--- src/rtl/ram_arb_pkg.sv ---
// ram_arb_pkg
// Shared definitions for the two-port RAM arbiter: port identifiers, the RAM
// read/write mode encoding and the read-tracking tag carried down the
// response pipeline.
// Ports: none (package).
package ram_arb_pkg;

  // Port identifiers; also the meaning of the round-robin pointer.
  localparam logic PORT_A = 1'b0;
  localparam logic PORT_B = 1'b1;

  // RAM mode line encoding (mem_rw).
  localparam logic RW_READ  = 1'b1;
  localparam logic RW_WRITE = 1'b0;

  // One stage of the read-response tracker.
  typedef struct packed {
    logic valid;
    logic port;
  } rd_tag_t;

  // Requesters say 1 = write; the RAM wants 1 = read.
  function automatic logic rw_of_we(input logic we);
    return we ? RW_WRITE : RW_READ;
  endfunction

endpackage

--- src/rtl/rr_arb2.sv ---
// rr_arb2
// Two-requester round-robin arbiter. Grants are purely combinational from
// req, the priority pointer and rst; the pointer flips to the losing side
// after every accepted transfer.
// Ports:
//   clk, rst   clock and synchronous active-high reset
//   req[1:0]   request vector, bit 0 = port A, bit 1 = port B
//   accept     a granted request is transferring at this edge
//   gnt[1:0]   one-hot (or zero) grant vector
module rr_arb2
  import ram_arb_pkg::*;
(
  input  logic       clk,
  input  logic       rst,
  input  logic [1:0] req,
  input  logic       accept,
  output logic [1:0] gnt
);

  logic prio_q;
  logic prio_d;

  // A lone requester always wins; on contention the pointer decides.
  // Nothing is granted while reset is asserted.
  always_comb begin
    gnt = 2'b00;
    if (!rst) begin
      case (req)
        2'b01:   gnt = 2'b01;
        2'b10:   gnt = 2'b10;
        2'b11:   gnt = (prio_q == PORT_A) ? 2'b01 : 2'b10;
        default: gnt = 2'b00;
      endcase
    end
  end

  // After a transfer the pointer moves to whichever port did not win.
  always_comb begin
    prio_d = prio_q;
    if (accept && (gnt != 2'b00)) begin
      prio_d = gnt[0] ? PORT_B : PORT_A;
    end
  end

  always_ff @(posedge clk) begin
    if (rst) begin
      prio_q <= PORT_A;
    end else begin
      prio_q <= prio_d;
    end
  end

endmodule

--- src/rtl/ram_arbiter.sv ---
// ram_arbiter
// Shares one single-port synchronous RAM between port A (CPU) and port B
// (serial loader/monitor). Accepted requests are registered onto the mem_*
// lines one cycle later; read responses come back two cycles after the
// accept edge with a per-port valid strobe.
// Ports:
//   clk, rst                       clock, synchronous active-high reset
//   a_req/a_we/a_addr/a_wdata      port A request channel
//   a_gnt                          port A combinational grant
//   a_rdata/a_rvalid               port A read response
//   b_*                            same set for port B
//   mem_cs/mem_rw/mem_addr/mem_din registered RAM control and write data
//   mem_dout                       RAM registered read data
module ram_arbiter
  import ram_arb_pkg::*;
#(
  parameter int AW = 9,
  parameter int DW = 12
) (
  input  logic          clk,
  input  logic          rst,

  input  logic          a_req,
  input  logic          a_we,
  input  logic [AW-1:0] a_addr,
  input  logic [DW-1:0] a_wdata,
  output logic          a_gnt,
  output logic [DW-1:0] a_rdata,
  output logic          a_rvalid,

  input  logic          b_req,
  input  logic          b_we,
  input  logic [AW-1:0] b_addr,
  input  logic [DW-1:0] b_wdata,
  output logic          b_gnt,
  output logic [DW-1:0] b_rdata,
  output logic          b_rvalid,

  output logic          mem_cs,
  output logic          mem_rw,
  output logic [AW-1:0] mem_addr,
  output logic [DW-1:0] mem_din,
  input  logic [DW-1:0] mem_dout
);

  logic [1:0]    req_vec;
  logic [1:0]    gnt_vec;
  logic          accept;
  logic          win_port;
  logic          sel_we;
  logic [AW-1:0] sel_addr;
  logic [DW-1:0] sel_wdata;

  logic          mem_cs_q,   mem_cs_d;
  logic          mem_rw_q,   mem_rw_d;
  logic [AW-1:0] mem_addr_q, mem_addr_d;
  logic [DW-1:0] mem_din_q,  mem_din_d;
  rd_tag_t       rd1_q, rd1_d;
  rd_tag_t       rd2_q, rd2_d;

  assign req_vec = {b_req, a_req};

  rr_arb2 u_rr_arb2 (
    .clk    (clk),
    .rst    (rst),
    .req    (req_vec),
    .accept (accept),
    .gnt    (gnt_vec)
  );

  assign a_gnt = gnt_vec[0];
  assign b_gnt = gnt_vec[1];

  // The winning port's fields are steered onto a single request.
  always_comb begin
    accept    = |(req_vec & gnt_vec);
    win_port  = gnt_vec[1] ? PORT_B : PORT_A;
    sel_we    = gnt_vec[1] ? b_we    : a_we;
    sel_addr  = gnt_vec[1] ? b_addr  : a_addr;
    sel_wdata = gnt_vec[1] ? b_wdata : a_wdata;
  end

  // RAM lines capture the accepted access; when idle only chip select drops
  // and the rest hold. A read also enters the two-stage response tracker,
  // whose second stage lines up with mem_dout.
  always_comb begin
    mem_cs_d   = accept;
    mem_rw_d   = mem_rw_q;
    mem_addr_d = mem_addr_q;
    mem_din_d  = mem_din_q;
    if (accept) begin
      mem_rw_d   = rw_of_we(sel_we);
      mem_addr_d = sel_addr;
      mem_din_d  = sel_wdata;
    end
    rd1_d.valid = accept && !sel_we;
    rd1_d.port  = win_port;
    rd2_d       = rd1_q;
  end

  // Reset flushes outstanding read strobes; an access already on the mem_*
  // lines is still executed by the RAM at the reset edge.
  always_ff @(posedge clk) begin
    if (rst) begin
      mem_cs_q   <= 1'b0;
      mem_rw_q   <= RW_READ;
      mem_addr_q <= '0;
      mem_din_q  <= '0;
      rd1_q      <= '0;
      rd2_q      <= '0;
    end else begin
      mem_cs_q   <= mem_cs_d;
      mem_rw_q   <= mem_rw_d;
      mem_addr_q <= mem_addr_d;
      mem_din_q  <= mem_din_d;
      rd1_q      <= rd1_d;
      rd2_q      <= rd2_d;
    end
  end

  assign mem_cs   = mem_cs_q;
  assign mem_rw   = mem_rw_q;
  assign mem_addr = mem_addr_q;
  assign mem_din  = mem_din_q;

  assign a_rdata  = mem_dout;
  assign b_rdata  = mem_dout;
  assign a_rvalid = rd2_q.valid && (rd2_q.port == PORT_A);
  assign b_rvalid = rd2_q.valid && (rd2_q.port == PORT_B);

endmodule
--- config.mk ---
export PLATFORM = sky130hd
export DESIGN_NAME = ram_arbiter
export DESIGN_NICKNAME = d
export VERILOG_FILES = /design/src/rtl/ram_arb_pkg.sv /design/src/rtl/rr_arb2.sv /design/src/rtl/ram_arbiter.sv
export SDC_FILE = /design/constraint.sdc
export NUM_CORES = 1
export LEC_CHECK = 0
export CAP_MARGIN = 20
export CORE_ASPECT_RATIO = 0.8
export CORE_MARGIN = 5
export CORE_UTILIZATION = 34
export DETAILED_ROUTE_END_ITERATION = 7
export GPL_TIMING_DRIVEN = 0
export PLACE_DENSITY = 0.85
export SETUP_SLACK_MARGIN = 0.3
export SLEW_MARGIN = 20
export SYNTH_ARGS = -nofsm -noshare
export SYNTH_HDL_FRONTEND = slang
export SYNTH_SLANG_ARGS = --single-unit
--- constraint.sdc ---
create_clock -name clk -period 2.5 [get_ports clk]
set_input_delay 0.5 -clock clk [delete_from_list [all_inputs] [get_ports clk]]
set_output_delay 0.5 -clock clk [all_outputs]
set_load 0.01 [all_outputs]
### Word level (Yosys, flattened, before mapping)

Index checks and enable logic that the tools add are counted.

| word-level totals | value |
|---|---|
| bits in registers | 28 |
| output and inout bits | 51 |
| word-level logic and storage cells | 30 |

| operators by class | value |
|---|---|
| eq/ne operators | 3 |
| muxes and demuxes | 9 |
| bitwise operators | 2 |
| reductions and logical operators | 7 |

Operators by type and width:

| kind | number |
|---|---|
| $mux W12 | 1 |
| $mux W9 | 1 |
| $pmux W2 S3 | 1 |
| $eq A2 B2 Y1 const B | 2 |
| $logic_and A1 B1 Y1 | 4 |
| $mux W1 | 4 |
| $mux W2 | 2 |
| $and A2 B2 Y2 | 1 |
| $eq A2 B1 Y1 const B | 1 |
| $reduce_bool A2 Y1 | 1 |
| $reduce_or A2 Y1 | 1 |
| $logic_not A1 Y1 | 1 |
| $not A1 Y1 | 1 |

### Depth between registers and ports, before layout

Gate-level depths: netlist of the first run.

| logic depth | value |
|---|---|
| word-level depth | 6 |
| depth in mapped cells | 5 |
| depth with buffers taken out | 3 |

### Hierarchy

From an unflattened synthesis of the first run, not the netlist that was laid out.

| unflattened totals | value |
|---|---|
| cell total of the unflattened synthesis | 144 |
| area, all modules | 1,520.2 sq um |

Modules (own cells, without submodules):

| module | times used | cells an instance | area an instance (sq um) | sequential area each (sq um) |
|---|---|---|---|---|
| ram_arbiter | 1 | 136 | 1,448.9 | 540.5 |
| rr_arb2 | 1 | 8 | 71.3 | 20.0 |

### Worst setup path after synthesis of the first run

Ideal clock, no wire load.

| timing path | value |
|---|---|
| path type | input port to output port |
| start | input port b_req |
| end | output port a_gnt |
| arrival time | 1.146 ns |
| setup slack | 0.854 ns |
| stages | 3 |
| cells stage by stage | buf_4 -> a211oi_4 -> buf_6 |

| between the ends | value |
|---|---|
| cells in the longest elaborated chain, start to end | 3 |
| elaborated cells between the ends (all ways) | 5 |
| those cells by class | eq/ne: 3; mux: 2 |

Ends and longest elaborated chain:

| item | line | source |
|---|---|---|
| start, declared | ram_arbiter.sv:31 | `input logic b_req,` |
| $eq A2 B2 Y1 or $eq A2 B1 Y1 (tied branches) | rr_arb2.sv:28 | `case (req)` |
| $pmux W2 S3 * | rr_arb2.sv:28 |  |
| $mux W2 * | rr_arb2.sv:27 | `if (!rst) begin` |
| end, declared | ram_arbiter.sv:27 | `output logic a_gnt,` |

Every way passes the cells marked *; elsewhere a longest branch is shown, timed or not.

### Final worst setup path of the first run

Ends and elaborated chain as after synthesis.

==> flow_summary.json, run 1 <==
{
  "outcome": "completed",
  "numCtsBuffers": 3,
  "cts_tree": "done",
  "r2r_start": "u_rr_arb2.prio_q$_SDFFE_PP0P_",
  "grt_pass1_wl_um": 6430,
  "ys_ff_latch": 28,
  "die_x_um": 79.3,
  "grtUsageMet2_pct": 28.5,
  "synth_cell_types": 22,
  "core_mm2": 0.00375,
  "grt_pass1_vias": 1366,
  "gp_congestion": 0.669,
  "cpPeakStageDelay_ns": 0.53,
  "clkSinkCount": 28,
  "path_clk_slew_ns": 0.08,
  "dp_cells": 262,
  "ff2ff_path_depth": 4,
  "crit_start": "b_req",
  "drtIter0Drc": 31,
  "busiest_layer": "met2",
  "synthTopCellsByArea": "dfxtp_1, buf_4, a221o_1",
  "viasPerCell": 4.57,
  "post-place-ws_ns": -0.279,
  "synth_seq_area_share_pct": 43.0,
  "grt_max_degree": 15,
  "io_buffers": 96,
  "antenna_found_initial": 0,
  "powerDensity_mw_per_mm2": 441,
  "leakage_nw": 0.978,
  "slowest_stage": "clkdlybuf4s50_1",
  "endpoint_kind": "primary output",
  "dieArea_mm2": 0.00519,
  "period_share_pct": 85.0,
  "instances_no_fill": 268,
  "postLayoutSetupSlackWorst_ns": 0.375,
  "slew_headroom_pct": 74.2,
  "hp-class": "reg -> reg",
  "worst_slew_pin_slew_ns": 0.387,
  "synthFlopType": "dfxtp_1",
  "syn_avg_cell_area_um2": 10.7,
  "drive_above_1_share_pct": 20.5,
  "cap_violations": 0,
  "async_reset_ff_share_pct": 0,
  "drt_pass1_iterations": 4,
  "worst_setup_path_start_kind": "input pin",
  "worstPathArrival_ns": 1.62,
  "setup_viol": 0,
  "slew_violations": 0,
  "critPathMaxFanout": 10,
  "timing.setup.tns_ns": 0,
  "clock_latency_ns": 0.27,
  "critPathKind": "in -> out",
  "max_freq_mhz": 471,
  "initial_utilization_pct": 34.8,
  "drt-wirelength-per-cell_um": 14.7,
  "crit_chain": "buf_4, a211oi_4, buf_6, clkdlybuf4s50_1",
  "worstHoldStart": "rd1_q[0]$_SDFF_PP0_",
  "htreeDepth": 1,
  "route.detailed.drc": 0,
  "grt_use_met1_pct": 18.6,
  "final.setup_skew_ns": 0.00466,
  "stdcell_area_mm2": 0.00238,
  "synth_top_area_share_pct": 43.0,
  "synth_area_mm2": 0.00131,
  "gr-total-overflow": 0,
  "yosys_warnings": 0,
  "drt-total-wl_um": 3940,
  "dp_hpwl_um": 3190,
  "ant_nets": 0,
  "rows": 20,
  "num_antenna_cells": 0,
  "yosysTopAreaCell": "dfxtp_1",
  "place_area_mm2": 0.00232,
  "cts_buffer_depth": 2,
  "hold_violations": 0,
  "cp.required_ns": 2.00,
  "synthTopCellsByCount": "dfxtp_1, buf_4, and2_1",
  "synth_most_common_cell": "dfxtp_1",
  "met3_usage_pct": 3.97,
  "fin_crit_ns": 2.12,
  "pin_count": 111,
  "syn-num-nets": 182,
  "hold_buffers": 0,
  "final_nets": 286,
  "grt.total_usage_pct": 15.6,
  "hold_path_depth": 1,
  "synth_cells": 122,
  "ir_drop_uv": 335,
  "cts_root_buf": "clkbuf_8",
  "rsz0062_at_grt": "no",
  "dieHeight_um": 65.4,
  "vias": 1226,
  "synth-edff-count": 0,
  "area_growth_pct": 82.3
}
[what timing repair did]
action,in CTS,in global routing
pin swaps,1,0
resized for setup,2,2
setup buffers,1,2
endpoints found under the setup margin,2,1
hold endpoints to repair,0,0
[state kept, by name, summed over array words and instances (netlist names)]
| name | flops |
|---|---|
| mem_cs | 1 |
| mem_addr | 9 |
| u_rr_arb2.prio_q | 1 |
| rd2_q | 2 |
| rd1_q | 2 |
| mem_din | 12 |
| mem_rw | 1 |
[cell usage in the layout (no fill, tap or decap)]
master	netlist	layout
nor3_1	1	1
nand3b_1	1	1
dlygate4sd2_1	0	1
buf_6	4	4
nor2b_1	3	3
clkbuf_2	0	1
nor3_2	1	1
a2bb2oi_1	1	1
buf_4	26	29
or2b_1	1	1
clkbuf_8	0	3
nor2_1	2	2
a211oi_4	1	1
a31oi_1	1	1
clkbuf_1	2	2
nand2b_2	1	1
and2_1	22	22
a221o_2	2	2
a221o_1	19	19
a211o_2	1	1
inv_2	1	1
clkdlybuf4s50_1	0	94
and3b_4	1	1
and3b_2	1	1
a21oi_1	2	2
dfxtp_1	28	28
[layer usage]
layer	vias to the layer above	routed length, µm
li1	621	-
met1	552	1640
met2	49	2020
met3	4	234
met4	0	46
met5	-	0
[kinds of logic (layout without fill, tap and decap cells)]
group	after synthesis	after routing	share of synthesized area, %
compound gates	27	27	20.5
simple gates	34	34	17.3
buf+inv	33	135	19.3
flops	28	28	43.0
[worst max-delay path, delay by kind of cell]
| kind | cells | cell delay (ns) |
|---|---|---|
| buf+inv | 3 | 0.84 |
| compound gates | 1 | 0.27 |
[power breakdown]
| part | internal (mW) | leakage [nW] | total (mW) | switching, mW |
|---|---|---|---|---|
| clock network | 0.108 | 0.0216 | 0.238 | 0.130 |
| registers | 0.480 | 0.232 | 0.495 | 0.0150 |
| logic | 0.215 | 0.725 | 0.315 | 0.100 |
[path summary, 6_finish.rpt]
path	to	slack (ns)
setup reg to reg	mem_din[4]$_SDFFE_PP0P_	1.14
hold reg to reg	rd2_q[0]$_SDFF_PP0_	0.45
setup / recovery	a_gnt	0.38
hold / removal	rd2_q[0]$_SDFF_PP0_	0.45
[layout make-up]
type                    instances  area [µm²]
repair buffers                 99         977
inverters                       1        3.75
plain buffers                  32         248
multi-input cells              61         493
clock buffers                   3        41.3
well taps                      44        55.1
fillers                       325        1380
flip-flops and latches         28         561
[per-stage QoR]
| stage | power [mW] | hold WS, ns | utilization, % |
|---|---|---|---|
| after global placement | 0.815 | 0.417 | 61.8 |
| after floorplan | 0.627 | 0.414 | - |
| final | 1.05 | 0.450 | 63.4 |
| after detailed placement | 0.821 | 0.431 | 61.8 |
| after CTS | 1.06 | 0.452 | 63.1 |
| after global routing | 1.11 | 0.475 | 63.4 |
Power figures use the tool's default switching activity.
==> inputs of run 2 (changes only) <==
--- a/config.mk
+++ b/config.mk
@@ -8,10 +8,10 @@
 export CAP_MARGIN = 20
 export CORE_ASPECT_RATIO = 0.8
 export CORE_MARGIN = 5
-export CORE_UTILIZATION = 34
+export CORE_UTILIZATION = 32
 export DETAILED_ROUTE_END_ITERATION = 7
 export GPL_TIMING_DRIVEN = 0
-export PLACE_DENSITY = 0.85
+export PLACE_DENSITY = 0.81
 export SETUP_SLACK_MARGIN = 0.3
 export SLEW_MARGIN = 20
 export SYNTH_ARGS = -nofsm -noshare
==> constraint.sdc (replaced) <==
create_clock -name clk -period 2.2 [get_ports clk]
set_input_delay 0.44 -clock clk [delete_from_list [all_inputs] [get_ports clk]]
set_output_delay 0.44 -clock clk [all_outputs]
set_load 0.01 [all_outputs]
==> flow_summary.json, run 2 (synthesized netlist as in run 1, its figures left out) <==
{
  "cap_violations": 0,
  "drive_above_1_share_pct": 22.1,
  "dieHeight_um": 67.1,
  "r2r_start": "u_rr_arb2.prio_q$_SDFFE_PP0P_",
  "final_common_cell": "clkdlybuf4s50_1",
  "postLayoutSetupSlackWorst_ns": 0.335,
  "powerDensity_mw_per_mm2": 543,
  "final.setup_skew_ns": 0.00526,
  "ant_nets": 0,
  "endpoint_kind": "primary output",
  "critPathKind": "reg -> out",
  "drtIter0Drc": 40,
  "hold_buffers": 0,
  "rsz0062_at_grt": "yes",
  "fin_crit_ns": 1.87,
  "dieArea_mm2": 0.00546,
  "nFillCells": 333,
  "path_clk_slew_ns": 0.09,
  "max_freq_mhz": 536,
  "die_x_um": 81.4,
  "grt_pass1_vias": 1333,
  "worstHoldStart": "rst",
  "hp-class": "in -> reg",
  "drt-total-wl_um": 3960,
  "viasPerCell": 4.51,
  "timing.setup.tns_ns": 0,
  "grt.total_usage_pct": 14.4,
  "cts_buffer_depth": 2,
  "outcome": "completed",
  "cts_root_buf": "clkbuf_8",
  "largest_reg_flops": 12,
  "gp_congestion": 0.774,
  "hold_violations": 0,
  "area_growth_pct": 87.2,
  "leakage_nw": 1.00,
  "ir_drop_uv": 575,
  "rows": 20,
  "worst_slew_pin_slew_ns": 0.348,
  "hold_path_end": "u_rr_arb2.prio_q$_SDFFE_PP0P_",
  "worst_setup_path_start_kind": "flip-flop",
  "period_share_pct": 84.8,
  "clock_latency_ns": 0.27,
  "grt_max_degree": 17,
  "clkSinkCount": 28,
  "final_nets": 287,
  "post-route-util_pct": 63.0,
  "slew_headroom_pct": 76.8,
  "slew_violations": 0,
  "ff2ff_path_depth": 4,
  "gr-total-overflow": 0,
  "cts_tree": "done",
  "grt_pass1_wl_um": 6130,
  "setup_viol": 0,
  "drt-wirelength-per-cell_um": 14.1,
  "post-place-ws_ns": -0.510,
  "worstPathArrival_ns": 1.43,
  "htreeDepth": 1,
  "cp.required_ns": 1.76,
  "vias": 1267,
  "num_antenna_cells": 0,
  "antenna_found_initial": 0,
  "critPathMaxFanout": 10,
  "rrSetupSlack_ns": 0.93,
  "dp_hpwl_um": 3250,
  "initial_utilization_pct": 33.6,
  "layout_common_cells": "clkdlybuf4s50_1, buf_4, dfxtp_1",
  "hold_path_depth": 2,
  "pin_count": 111,
  "io_buffers": 96,
  "rr_endpoint": "mem_din[8]$_SDFFE_PP0P_",
  "numCtsBuffers": 3,
  "drt_pass1_iterations": 4,
  "route.detailed.drc": 0,
  "core_mm2": 0.00388
}
-- run 2: worst max-delay path by stage --
| stage | start | to | cells past startpoint |
|---|---|---|---|
| floorplan | b_req | a_gnt | 3 |
| global placement | a_req | a_gnt | 5 |
| detailed placement | a_req | a_gnt | 5 |
| CTS | u_rr_arb2.prio_q$_SDFFE_PP0P_ | b_gnt | 4 |
| global route | u_rr_arb2.prio_q$_SDFFE_PP0P_ | b_gnt | 4 |
| finish | u_rr_arb2.prio_q$_SDFFE_PP0P_ | b_gnt | 4 |
-- run 2: timing repair --
action                     CTS  global route
buffers inserted             1             3
gates resized for setup      8             1
pin swaps                    1             0
setup endpoints to repair    2             2
-- run 2: where the power goes --
part	switching, mW	internal, mW	total (mW)
Sequential	0.0175	0.546	0.564
Clock	0.157	0.244	0.401
Combinational	0.115	0.247	0.362
Total	0.290	1.04	1.33
-- run 2: final cells by class --
cell class / count / area, µm² / area share (%)
repair buffers: 100 / 992 / 40.6
flip-flops and latches: 28 / 562 / 23.0
multi-input cells: 61 / 498 / 20.4
plain buffers: 32 / 248 / 10.1
well taps: 55 / 68.8 / 2.82
clock buffers: 3 / 41.3 / 1.69
clock inverters: 1 / 30.0 / 1.23
inverters: 1 / 3.75 / 0.154
-- run 2: through the flow --
| step | power [mW] | std cells | instance area [µm²] | hold slack, ns |
|---|---|---|---|---|
| floorplan | 0.713 | 122 | 1310 | 0.414 |
| global route | 1.40 | 281 | 2440 | 0.410 |
| detailed placement | 0.934 | 273 | 2330 | 0.424 |
| finish | 1.33 | 281 | 2440 | 0.408 |
| global placement | 0.927 | 273 | 2330 | 0.419 |
| CTS | 1.34 | 278 | 2420 | 0.407 |
-- run 2: critical path, stage by stage (launching register included) --
cell	delay, ns
dfxtp_2	0.38
nand2b_4	0.16
and3b_4	0.24
buf_6	0.15
clkdlybuf4s15_2	0.23
-- run 2: routing by layer --
layer  track usage (%)  part of all wire [%]
met1              16.9                    40
met2              25.9                    52
met3              5.00                   7.9
met4              1.90                  0.25
met5                 0                     0
==> inputs of run 3 (changes only) <==
--- a/config.mk
+++ b/config.mk
@@ -8,10 +8,10 @@
 export CAP_MARGIN = 20
 export CORE_ASPECT_RATIO = 0.8
 export CORE_MARGIN = 5
-export CORE_UTILIZATION = 32
+export CORE_UTILIZATION = 29
 export DETAILED_ROUTE_END_ITERATION = 7
 export GPL_TIMING_DRIVEN = 0
-export PLACE_DENSITY = 0.81
+export PLACE_DENSITY = 0.77
 export SETUP_SLACK_MARGIN = 0.3
 export SLEW_MARGIN = 20
 export SYNTH_ARGS = -nofsm -noshare
==> constraint.sdc (replaced) <==
create_clock -name clk -period 1.6 [get_ports clk]
set_input_delay 0.32 -clock clk [delete_from_list [all_inputs] [get_ports clk]]
set_output_delay 0.32 -clock clk [all_outputs]
set_load 0.01 [all_outputs]
==> flow_summary.json, run 3 (synthesized netlist as in run 1, its figures left out) <==
{
  "clkSinkCount": 28,
  "final.setup_skew_ns": 0.00581,
  "cap_violations": 0,
  "drt_pass1_iterations": 4,
  "hp-class": "in -> reg",
  "hold_buffers": 0,
  "drtIter0Drc": 31,
  "ir_drop_uv": 402,
  "layout_common_cells": "clkdlybuf4s50_1, buf_4, dfxtp_1",
  "endpoint_kind": "primary output",
  "core_mm2": 0.00426,
  "drt-total-wl_um": 4130,
  "htreeDepth": 1,
  "period_share_pct": 94.5,
  "ant_nets": 0,
  "fin_total_pwr_mw": 1.64,
  "final_nets": 290,
  "grt_pass1_vias": 1435,
  "leakage_nw": 1.10,
  "multi_input_area_um2": 498,
  "num_antenna_cells": 0,
  "antenna_found_initial": 0,
  "critPathKind": "reg -> out",
  "viasPerCell": 4.56,
  "timing.setup.tns_ns": 0,
  "postLayoutSetupSlackWorst_ns": 0.0887,
  "dp_cells": 275,
  "vias": 1300,
  "seqCellArea_um2": 566,
  "drt-wirelength-per-cell_um": 14.5,
  "worst_setup_path_start_kind": "flip-flop",
  "setup_viol": 0,
  "numCtsBuffers": 3,
  "io_buffers": 96,
  "largest_reg_flops": 12,
  "nFillCells": 409,
  "critPathMaxFanout": 4,
  "fin_crit_ns": 1.51,
  "worst_slew_pin_slew_ns": 0.421,
  "worstPathArrival_ns": 1.19,
  "slew_headroom_pct": 71.9,
  "area_growth_pct": 86.5,
  "powerDensity_mw_per_mm2": 673,
  "die_x_um": 85,
  "cp.required_ns": 1.28,
  "instances_no_fill": 285,
  "cts_tree": "done",
  "dieHeight_um": 70,
  "grt_pass1_wl_um": 6560,
  "clock_latency_ns": 0.27,
  "rsz0062_at_grt": "yes",
  "final_common_cell": "clkdlybuf4s50_1",
  "slew_violations": 0,
  "rows": 21,
  "drive_above_1_share_pct": 25.0,
  "path_clk_slew_ns": 0.10,
  "outcome": "completed",
  "pin_count": 111,
  "gr-total-overflow": 0,
  "cts_root_buf": "clkbuf_8",
  "cts_buffer_depth": 2,
  "dieArea_mm2": 0.00595,
  "grt_max_degree": 15,
  "dp_hpwl_um": 3150,
  "gp_congestion": 0.743,
  "max_freq_mhz": 662,
  "post-place-ws_ns": -0.836,
  "initial_utilization_pct": 30.7,
  "rrSetupSlack_ns": 0.10,
  "route.detailed.drc": 0,
  "grt.total_usage_pct": 13.6,
  "hold_violations": 0
}
run 3: changes by cell type in the layout (fill, tap and decap cells not counted), sizes merged:
cell           change
clkdlybuf4s50     -25
dlygate4sd2       +22
buf                +6
bufbuf             +1
bufinv             -1
clkdlybuf4s15      -1
run 3: cell type report:
class / count / share of cell area [%]
Timing Repair Buffer: 103 / 41.0
Tap cell: 57 / 2.93
Buffer: 32 / 10.5
Sequential cell: 28 / 23.2
Multi-Input combinational cell: 61 / 20.5
Clock buffer: 3 / 1.70
Inverter: 1 / 0.154
run 3: worst max-delay path, stage by stage (launching register included):
cell,delay (ns)
dfxtp_4,0.37
nand2b_4,0.14
and3b_4,0.18
buf_8,0.12
buf_6,0.11
run 3: routing by layer:
| layer | GRT usage (%) | vias to the layer above | wire, µm |
|---|---|---|---|
| met2 | 23.2 | 66 | 1960 |
| li1 | - | 626 | - |
| met5 | 0 | - | 0 |
| met1 | 15.9 | 602 | 1680 |
| met3 | 5.88 | 6 | 431 |
| met4 | 2.64 | 0 | 51 |
run 3: power by group:
part / total [mW] / internal, mW / leakage (nW) / switching, mW
combinational: 0.484 / 0.321 / 0.844 / 0.162
clock: 0.382 / 0.169 / 0.0216 / 0.213
sequential: 0.772 / 0.750 / 0.233 / 0.0219
total: 1.64 / 1.24 / 1.10 / 0.397
run 3: per-stage QoR:
stage | cell area, µm² | util, % | hold slack (ns)
global route | 2430 | 57.2 | 0.286
floorplan | 1310 | - | 0.410
global placement | 2340 | 54.9 | 0.422
CTS | 2430 | 57.0 | 0.281
detailed placement | 2340 | 54.9 | 0.424
finish | 2430 | 57.2 | 0.285
run 3: path summary, 6_finish.rpt:
path | cells after the start | end | startpoint
hold reg to reg | 1 | rd2_q[1]$_SDFF_PP0_ | rd1_q[1]$_SDFF_PP0_
setup reg to reg | 5 | mem_din[4]$_SDFFE_PP0P_ | u_rr_arb2.prio_q$_SDFFE_PP0P_
setup / recovery | 4 | b_gnt | u_rr_arb2.prio_q$_SDFFE_PP0P_
hold / removal | 2 | u_rr_arb2.prio_q$_SDFFE_PP0P_ | rst
run 3: timing repair:
action | 4_1_cts | 5_1_grt
gates resized for setup | 46 | 5
pin swaps | 1 | 0
buffers inserted | 5 | 1
endpoints found under the setup margin | 49 | 23
cloned | 1 | 0
